===== src/rtl/us_timeout_ctrl_pkg.sv =====
// Shared timer definitions for the microsecond timeout controller:
// FSM state encoding, default counter width and the clk-per-us ratio
// of the 50 MHz system clock.
package us_timeout_ctrl_pkg;

  typedef enum logic [1:0] {
    ST_IDLE    = 2'd0,
    ST_RUN     = 2'd1,
    ST_EXPIRED = 2'd2
  } state_t;

  localparam int unsigned DEF_CNT_W  = 16;
  localparam int unsigned CLK_PER_US = 50;

endpackage


===== src/rtl/us_timeout_ctrl_edge_det.sv =====
// tick_edge_det: synchronises the 1 us toggle from the timebase, converts
// each transition into a 1-clk strobe and watches for a stalled timebase.
// Ports:
//   clk_i, rst_i    system clock, asynchronous active-high reset
//   tick_toggle_i   1 us toggle (every edge = 1 us)
//   us_pulse_o      1-clk strobe per detected toggle edge
//   tick_fault_o    set after GAP_MAX clks with no edge, cleared by next edge
module tick_edge_det #(
  parameter int unsigned SYNC_STAGES = 2,
  parameter int unsigned GAP_MAX     = 60,
  parameter int unsigned GAP_W       = 7
) (
  input  logic clk_i,
  input  logic rst_i,
  input  logic tick_toggle_i,
  output logic us_pulse_o,
  output logic tick_fault_o
);

  localparam int unsigned ARM_LAST = SYNC_STAGES + 1;
  localparam int unsigned ARM_W    = $clog2(ARM_LAST + 1);
  localparam logic [GAP_W-1:0] GAP_LIMIT = GAP_W'(GAP_MAX);

  logic [SYNC_STAGES-1:0] sync_q;
  logic                   prev_q;
  logic [ARM_W-1:0]       arm_q;
  logic [GAP_W-1:0]       gap_q;
  logic                   armed;
  logic                   edge_seen;

  // The chain resets to 0, so whatever level the input holds at reset
  // would look like an edge once it reaches the end of the chain; the
  // detector stays disarmed until that artefact has flushed through.
  assign armed     = (arm_q == ARM_W'(ARM_LAST));
  assign edge_seen = armed & (sync_q[SYNC_STAGES-1] ^ prev_q);

  always_ff @(posedge clk_i or posedge rst_i) begin
    if (rst_i) begin
      sync_q       <= '0;
      prev_q       <= 1'b0;
      arm_q        <= '0;
      gap_q        <= '0;
      us_pulse_o   <= 1'b0;
      tick_fault_o <= 1'b0;
    end else begin
      sync_q     <= {sync_q[SYNC_STAGES-2:0], tick_toggle_i};
      prev_q     <= sync_q[SYNC_STAGES-1];
      us_pulse_o <= edge_seen;
      if (!armed) begin
        arm_q <= arm_q + ARM_W'(1);
      end
      // Gap counter clears on the same edge that raises us_pulse_o, so the
      // fault drops together with the strobe of the reviving edge.
      if (edge_seen) begin
        gap_q        <= '0;
        tick_fault_o <= 1'b0;
      end else if (gap_q != GAP_LIMIT) begin
        gap_q <= gap_q + GAP_W'(1);
        if (gap_q + GAP_W'(1) == GAP_LIMIT) begin
          tick_fault_o <= 1'b1;
        end
      end
    end
  end

endmodule


===== src/rtl/us_timeout_ctrl.sv =====
// us_timeout_ctrl: consumer of the 1 us timebase toggle. Produces a 1-clk
// us strobe and runs one programmable microsecond timeout with
// start/kick/stop control; also flags a stalled timebase.
// Ports:
//   clk_i, rst_i     50 MHz clock, asynchronous active-high reset
//   tick_toggle_i    1 us toggle from the timebase
//   start_i          load timeout_us_i, clear elapsed, run
//   timeout_us_i     timeout length in us, sampled on start_i
//   kick_i           clear elapsed in RUN, limit kept
//   stop_i           abort to IDLE, elapsed held
//   us_pulse_o       1-clk strobe per toggle edge
//   busy_o           state == RUN
//   expired_o        state == EXPIRED
//   expire_pulse_o   1-clk strobe on entry to EXPIRED
//   elapsed_us_o     us counted since last start/kick
//   tick_fault_o     timebase stalled
module us_timeout_ctrl
  import us_timeout_ctrl_pkg::*;
#(
  parameter int unsigned CNT_W       = DEF_CNT_W,
  parameter int unsigned SYNC_STAGES = 2,
  parameter int unsigned GAP_MAX     = 60,
  parameter int unsigned GAP_W       = 7
) (
  input  logic             clk_i,
  input  logic             rst_i,
  input  logic             tick_toggle_i,
  input  logic             start_i,
  input  logic [CNT_W-1:0] timeout_us_i,
  input  logic             kick_i,
  input  logic             stop_i,
  output logic             us_pulse_o,
  output logic             busy_o,
  output logic             expired_o,
  output logic             expire_pulse_o,
  output logic [CNT_W-1:0] elapsed_us_o,
  output logic             tick_fault_o
);

  localparam logic [CNT_W-1:0] ONE = CNT_W'(1);

  state_t           state_q, state_d;
  logic [CNT_W-1:0] elapsed_q, elapsed_d;
  logic [CNT_W-1:0] limit_q, limit_d;
  logic [CNT_W-1:0] elapsed_inc;
  logic             expire_q, expire_d;

  tick_edge_det #(
    .SYNC_STAGES(SYNC_STAGES),
    .GAP_MAX    (GAP_MAX),
    .GAP_W      (GAP_W)
  ) u_edge (
    .clk_i        (clk_i),
    .rst_i        (rst_i),
    .tick_toggle_i(tick_toggle_i),
    .us_pulse_o   (us_pulse_o),
    .tick_fault_o (tick_fault_o)
  );

  always_ff @(posedge clk_i or posedge rst_i) begin
    if (rst_i) begin
      state_q   <= ST_IDLE;
      elapsed_q <= '0;
      limit_q   <= '0;
      expire_q  <= 1'b0;
    end else begin
      state_q   <= state_d;
      elapsed_q <= elapsed_d;
      limit_q   <= limit_d;
      expire_q  <= expire_d;
    end
  end

  // Priority start > stop > kick > tick; a tick arriving with any control
  // pulse falls through the else-chain and is therefore never counted.
  always_comb begin
    state_d     = state_q;
    elapsed_d   = elapsed_q;
    limit_d     = limit_q;
    expire_d    = 1'b0;
    elapsed_inc = elapsed_q + ONE;
    if (start_i) begin
      elapsed_d = '0;
      limit_d   = timeout_us_i;
      if (timeout_us_i == '0) begin
        state_d  = ST_EXPIRED;
        expire_d = 1'b1;
      end else begin
        state_d = ST_RUN;
      end
    end else if (stop_i) begin
      state_d = ST_IDLE;
    end else if (kick_i) begin
      if (state_q == ST_RUN) begin
        elapsed_d = '0;
      end
    end else if (us_pulse_o && state_q == ST_RUN) begin
      // In RUN elapsed < limit, so the increment cannot wrap.
      elapsed_d = elapsed_inc;
      if (elapsed_inc == limit_q) begin
        state_d  = ST_EXPIRED;
        expire_d = 1'b1;
      end
    end
  end

  assign busy_o         = (state_q == ST_RUN);
  assign expired_o      = (state_q == ST_EXPIRED);
  assign expire_pulse_o = expire_q;
  assign elapsed_us_o   = elapsed_q;

endmodule

===== config.mk =====
export PLATFORM = sky130hd
export DESIGN_NAME = us_timeout_ctrl
export DESIGN_NICKNAME = d
export VERILOG_FILES = /design/src/rtl/us_timeout_ctrl_pkg.sv /design/src/rtl/us_timeout_ctrl_edge_det.sv /design/src/rtl/us_timeout_ctrl.sv
export SDC_FILE = /design/constraint.sdc
export NUM_CORES = 1
export LEC_CHECK = 0
export CORE_UTILIZATION = 53
export DETAILED_ROUTE_END_ITERATION = 10
export PLACE_DENSITY = 0.78
export SYNTH_ARGS = -nofsm -noshare
export SYNTH_HDL_FRONTEND = slang
export SYNTH_HIERARCHICAL = 1
export SYNTH_SLANG_ARGS = --single-unit

===== constraint.sdc =====
create_clock -name clk_i -period 2.6 [get_ports clk_i]
set_clock_uncertainty 0.2 [all_clocks]
set_input_delay 0.39 -clock clk_i [delete_from_list [all_inputs] [get_ports clk_i]]
set_output_delay 0.39 -clock clk_i [all_outputs]
set_load 0.02 [all_outputs]

==> impl_table.tex, run 1 <==
\begin{tabular}{lr}
\hline
Metric & Value \\
\hline
\multicolumn{2}{l}{\textbf{Job}} \\
\quad Maximum capacitance violations & 0 \\
\multicolumn{2}{l}{\textbf{Placed design}} \\
\quad Number of buffers added on ports & between 40 and 50 \\
\quad Final Wtd Congestion & roughly 0.95 \\
\quad Placed cell area & 0.00354 mm² \\
\quad Post-detailed-placement half-perimeter wirelength & 5.72 mm \\
\quad Worst setup timing slack at the placement stage & 0.00129 ns \\
\multicolumn{2}{l}{\textbf{Timing}} \\
\quad Tightest Pin Transition & 0.578 ns \\
\quad Setup violators final & 0 \\
\quad Min setup slack post-route & 0.108 ns \\
\quad Headroom to the max-slew limit & around three fifths \\
\quad Final period utilization & 95.9\% \\
\quad Setup total negative slack & 0 ns \\
\quad Final Hold Vio Count & 0 \\
\quad Final-report max-slew violation count & 0 \\
\quad Setup repair after global routing missed its margin & false \\
\quad Highest Clock Rate & around 400 MHz \\
\quad Period minus WS final & 2.49 ns \\
\multicolumn{2}{l}{\textbf{Die}} \\
\quad Die X-Extent & 77.0 µm \\
\quad Area of the die & 0.00593 mm² \\
\quad Floorplan die height & 77.0 µm \\
\quad Initial standard-cell utilization of the core & a little under three fifths \\
\quad Std-Cell Core Area & 0.00527 mm² \\
\quad Standard-cell row count & 26 \\
\quad I/O pin count & 43 \\
\multicolumn{2}{l}{\textbf{Critical path}} \\
\quad Setup slack on the worst flop-to-flop path & 0.11 ns \\
\quad CP startpoint & elapsed\_us\_o[1] \\
\quad Req. time, crit path & 2.63 ns \\
\quad CP arrival & 2.53 ns \\
\quad Critical path peak fanout & 7 \\
\quad Logic depth of the worst register-to-register path & 7 \\
\quad Endpoint of the most critical setup path & state\_q[1] \\
\quad Critical path endpoint category & register \\
\quad RR Endpoint & state\_q[1] \\
\quad Start-to-end type of the worst setup path & register to register \\
\quad Sort of element at the start of the critical path & register \\
\quad Start of the worst register-to-register path & elapsed\_us\_o[1] \\
\multicolumn{2}{l}{\textbf{Layout}} \\
\quad Antenna fix cells & 0 \\
\quad Relative area change from synthesis to final layout & 23.3\% \\
\quad Fraction of final layout cells sized beyond drive strength 1 & 18.3\% \\
\quad Total Nets Final & 380 \\
\quad Post-route standard cell area excluding fillers & 0.00367 mm² \\
\multicolumn{2}{l}{\textbf{Global routing}} \\
\quad Via count of the first global-routing pass & about 2500 \\
\quad Overflow left after global routing & 0 \\
\quad First-pass GRT wire length & 12.6 mm \\
\quad Antenna violations before repair & 0 \\
\quad Pin count of the biggest net entering global routing & 36 \\
\quad Aggregate global-route resource usage & 27.6\% \\
\multicolumn{2}{l}{\textbf{CTS}} \\
\quad Cts bufs inserted & 5 \\
\quad Skew-Pair Late Insertion Delay & 0.31 ns \\
\quad Clock tree from TritonCTS & done \\
\quad Sinks on Clock Net & 49 \\
\quad Total of cells resized after clock tree synthesis & 0 \\
\quad Root Buffer & sky130\_fd\_sc\_hd\_\_clkbuf\_8 \\
\quad Clock edge transition at the registers on the reported setup and hold paths & 0.10 ns \\
\quad CTS Hold Buffers Added & 0 \\
\quad Number of H-tree levels & 2 \\
\quad Clock Tree Buf Depth & 2 \\
\quad Post-CTS Setup Inserts & 0 \\
\multicolumn{2}{l}{\textbf{Power and ir drop}} \\
\quad Power density relative to cell area & 444 mW/mm² \\
\quad Static leakage & around 0.0015 µW \\
\quad Max IR drop VDD & 0.373 mV \\
\multicolumn{2}{l}{\textbf{Synthesis}} \\
\quad Share of flip-flops with an asynchronous set or reset & 100\% \\
\quad Post-synthesis instance area & 0.00298 mm² \\
\quad Instance count of the mapped netlist & 299 \\
\quad Number of enable-type register cells in the synthesized netlist & 0 \\
\quad Synthesized area per cell & approximately 10 µm² \\
\quad Library cells used by synthesis & 64 \\
\quad Yosys reg bits & 49 \\
\quad Number of nets in the synthesized netlist & 325 \\
\quad Share of the yosys chip area belonging to registers & 41.1\% \\
\quad Number of warning messages in the yosys log & 6 \\
\quad Main synth FF type & sky130\_fd\_sc\_hd\_\_dfrtp\_1 \\
\multicolumn{2}{l}{\textbf{Routing}} \\
\quad Total wirelength of the detailed-routed design & 7.46 mm \\
\quad Count of vias placed by the detailed router & 2591 \\
\quad Post-route antenna net violation count & 0 \\
\quad Drc violations & 0 \\
\quad Number of detailed-routing iterations run before antenna repair & 5 \\
\quad Post-detailed-route wirelength per cell & 17.6 µm \\
\quad Starting DRC count in detailed routing & 250 \\
\quad Per-cell via count in the routed design & between 6 and 7 \\
\multicolumn{2}{l}{\textbf{Min path}} \\
\quad Path category of the worst min-delay check & register to register \\
\quad Startpoint of the tightest hold check path & u\_edge/sync\_q[0] \\
\multicolumn{2}{l}{\textbf{Outcome}} \\
\quad Result of the run & finished clean \\
\hline
\end{tabular}
==> per-stage QoR <==
step / instances / hold slack, ns / utilization (%) / total power [µW]
detailed placement: 417 / 0.137 / 67.3 / 1090
global placement: 417 / 0.141 / 67.3 / 1080
CTS: 425 / 0.167 / 69.4 / 1640
floorplan: 299 / 0.0792 / - / 987
global route: 425 / 0.184 / 69.7 / 1700
finish: 425 / 0.163 / 69.7 / 1630
==> worst min-delay path by stage <==
| stage | end | slack (ns) | cells past startpoint |
|---|---|---|---|
| 4_1_cts | u_edge/sync_q[1] | 0.17 | 0 |
| 3_5_place_dp | u_edge/sync_q[1] | 0.14 | 0 |
| 6_report | u_edge/sync_q[1] | 0.16 | 0 |
| 5_1_grt | u_edge/sync_q[1] | 0.18 | 0 |
| 2_1_floorplan | u_edge/arm_q[0] | 0.08 | 1 |
| 3_3_place_gp | u_edge/sync_q[1] | 0.14 | 0 |
==> placed cells by master (no fill, tap or decap), types with 4 or more instances in the layout <==
cell type	n
sky130_fd_sc_hd__a21oi_1	17
sky130_fd_sc_hd__a31oi_1	5
sky130_fd_sc_hd__and3_1	4
sky130_fd_sc_hd__buf_4	22
sky130_fd_sc_hd__clkbuf_8	5
sky130_fd_sc_hd__clkdlybuf4s50_1	42
sky130_fd_sc_hd__dfrtp_1	48
sky130_fd_sc_hd__ha_1	4
sky130_fd_sc_hd__inv_1	8
sky130_fd_sc_hd__mux2_2	16
sky130_fd_sc_hd__nand2_1	20
sky130_fd_sc_hd__nand3_1	9
sky130_fd_sc_hd__nand4_1	7
sky130_fd_sc_hd__nor2_1	19
sky130_fd_sc_hd__nor2b_1	5
sky130_fd_sc_hd__o21ai_0	27
sky130_fd_sc_hd__o41ai_1	5
sky130_fd_sc_hd__or3_1	4
sky130_fd_sc_hd__xnor2_1	13
sky130_fd_sc_hd__xor2_1	8
==> kinds of logic (layout without fill, tap and decap cells) <==
family                   Yosys count  count (layout)  share of synthesized area, %
AND/OR/NAND/NOR                  108             108                          23.5
AO/OA/AOI/OAI                     77              77                          16.8
flip-flops                        49              49                          41.1
buffers and inverters             24              80                          4.66
XOR/XNOR                          21              21                          6.17
multiplexers                      16              16                          6.05
adder cells (fa/ha/maj)            4               4                          1.68
==> Yosys cell counts, drive strengths merged (2+ instances only) <==
cell type   n  area, µm²
a211oi      2       15.0
nand3b      2       15.0
nor4b       4       47.6
inv         8       30.0
nor4        6       58.8
clkbuf      6       22.5
nand4b      2       32.5
dfrtp      49       1230
mux2       16        180
a31oi       5       31.3
nand2      21       81.3
o211ai      2       15.0
a21oi      18       93.8
nand3      13       92.6
nand2b      2       12.5
o32ai       2       17.5
and3        5       32.5
xnor2      13        114
nor2       19       71.3
nor3        3       15.0
and4        3       26.3
or3         4       25.0
ha          4       50.1
nor2b       5       31.3
xor2        8       70.1
nand4       9       77.6
or2         2       12.5
buf        10       86.3
o41ai       5       43.8
o21ai      28        140
or4         3       22.5
o31ai       4       48.8
==> registers in the layout (all words and copies together) (netlist names) <==
register,cells
elapsed_us_o,16
expire_pulse_o,1
limit_q,16
state_q,2
u_edge/arm_q,2
u_edge/gap_q,7
u_edge/prev_q,1
u_edge/sync_q,2
u_edge/tick_fault_o,1
u_edge/us_pulse_o,1
==> power breakdown <==
part	internal (µW)	switching, µW	total, µW
registers	800	42.7	842
logic	114	118	232
clock network	288	268	557
total	1200	429	1630
==> layout make-up <==
cell class / instances / area (µm²)
Sequential cell: 49 / 1230
Timing Repair Buffer: 64 / 586
Multi-Input combinational cell: 226 / 1630
Fill cell: 451 / 1600
Clock buffer: 5 / 68.8
Inverter: 8 / 30.0
Tap cell: 70 / 87.6
Clock inverter: 3 / 43.8
==> critical path, stage by stage, from the launching register on <==
cell,delay [ns]
sky130_fd_sc_hd__dfrtp_2,0.46
sky130_fd_sc_hd__ha_1,0.33
sky130_fd_sc_hd__xor2_1,0.16
sky130_fd_sc_hd__a221oi_1,0.38
sky130_fd_sc_hd__and4_1,0.32
sky130_fd_sc_hd__nand4b_4,0.12
sky130_fd_sc_hd__nor4b_4,0.25
sky130_fd_sc_hd__a2bb2oi_1,0.19
==> per-layer routing <==
layer  part of all wire [%]  GRT usage (%)  vias to the layer above
met2                     49           44.0                       94
met5                      0              0                        -
li1                       -              -                     1225
met4                    1.7           9.43                        0
met1                     43           37.4                     1260
met3                    6.9           5.60                       12
Power figures use the tool's default switching activity.
==> run 2: changes to the inputs <==
--- a/config.mk
+++ b/config.mk
@@ -7,6 +7,7 @@
 export LEC_CHECK = 0
 export CORE_UTILIZATION = 53
 export DETAILED_ROUTE_END_ITERATION = 10
+export HOLD_SLACK_MARGIN = 0.02
 export PLACE_DENSITY = 0.78
 export SYNTH_ARGS = -nofsm -noshare
 export SYNTH_HDL_FRONTEND = slang
==> results of run 2 <==
Same layout as run 1: the final DEF is identical, and so are final timing and power.
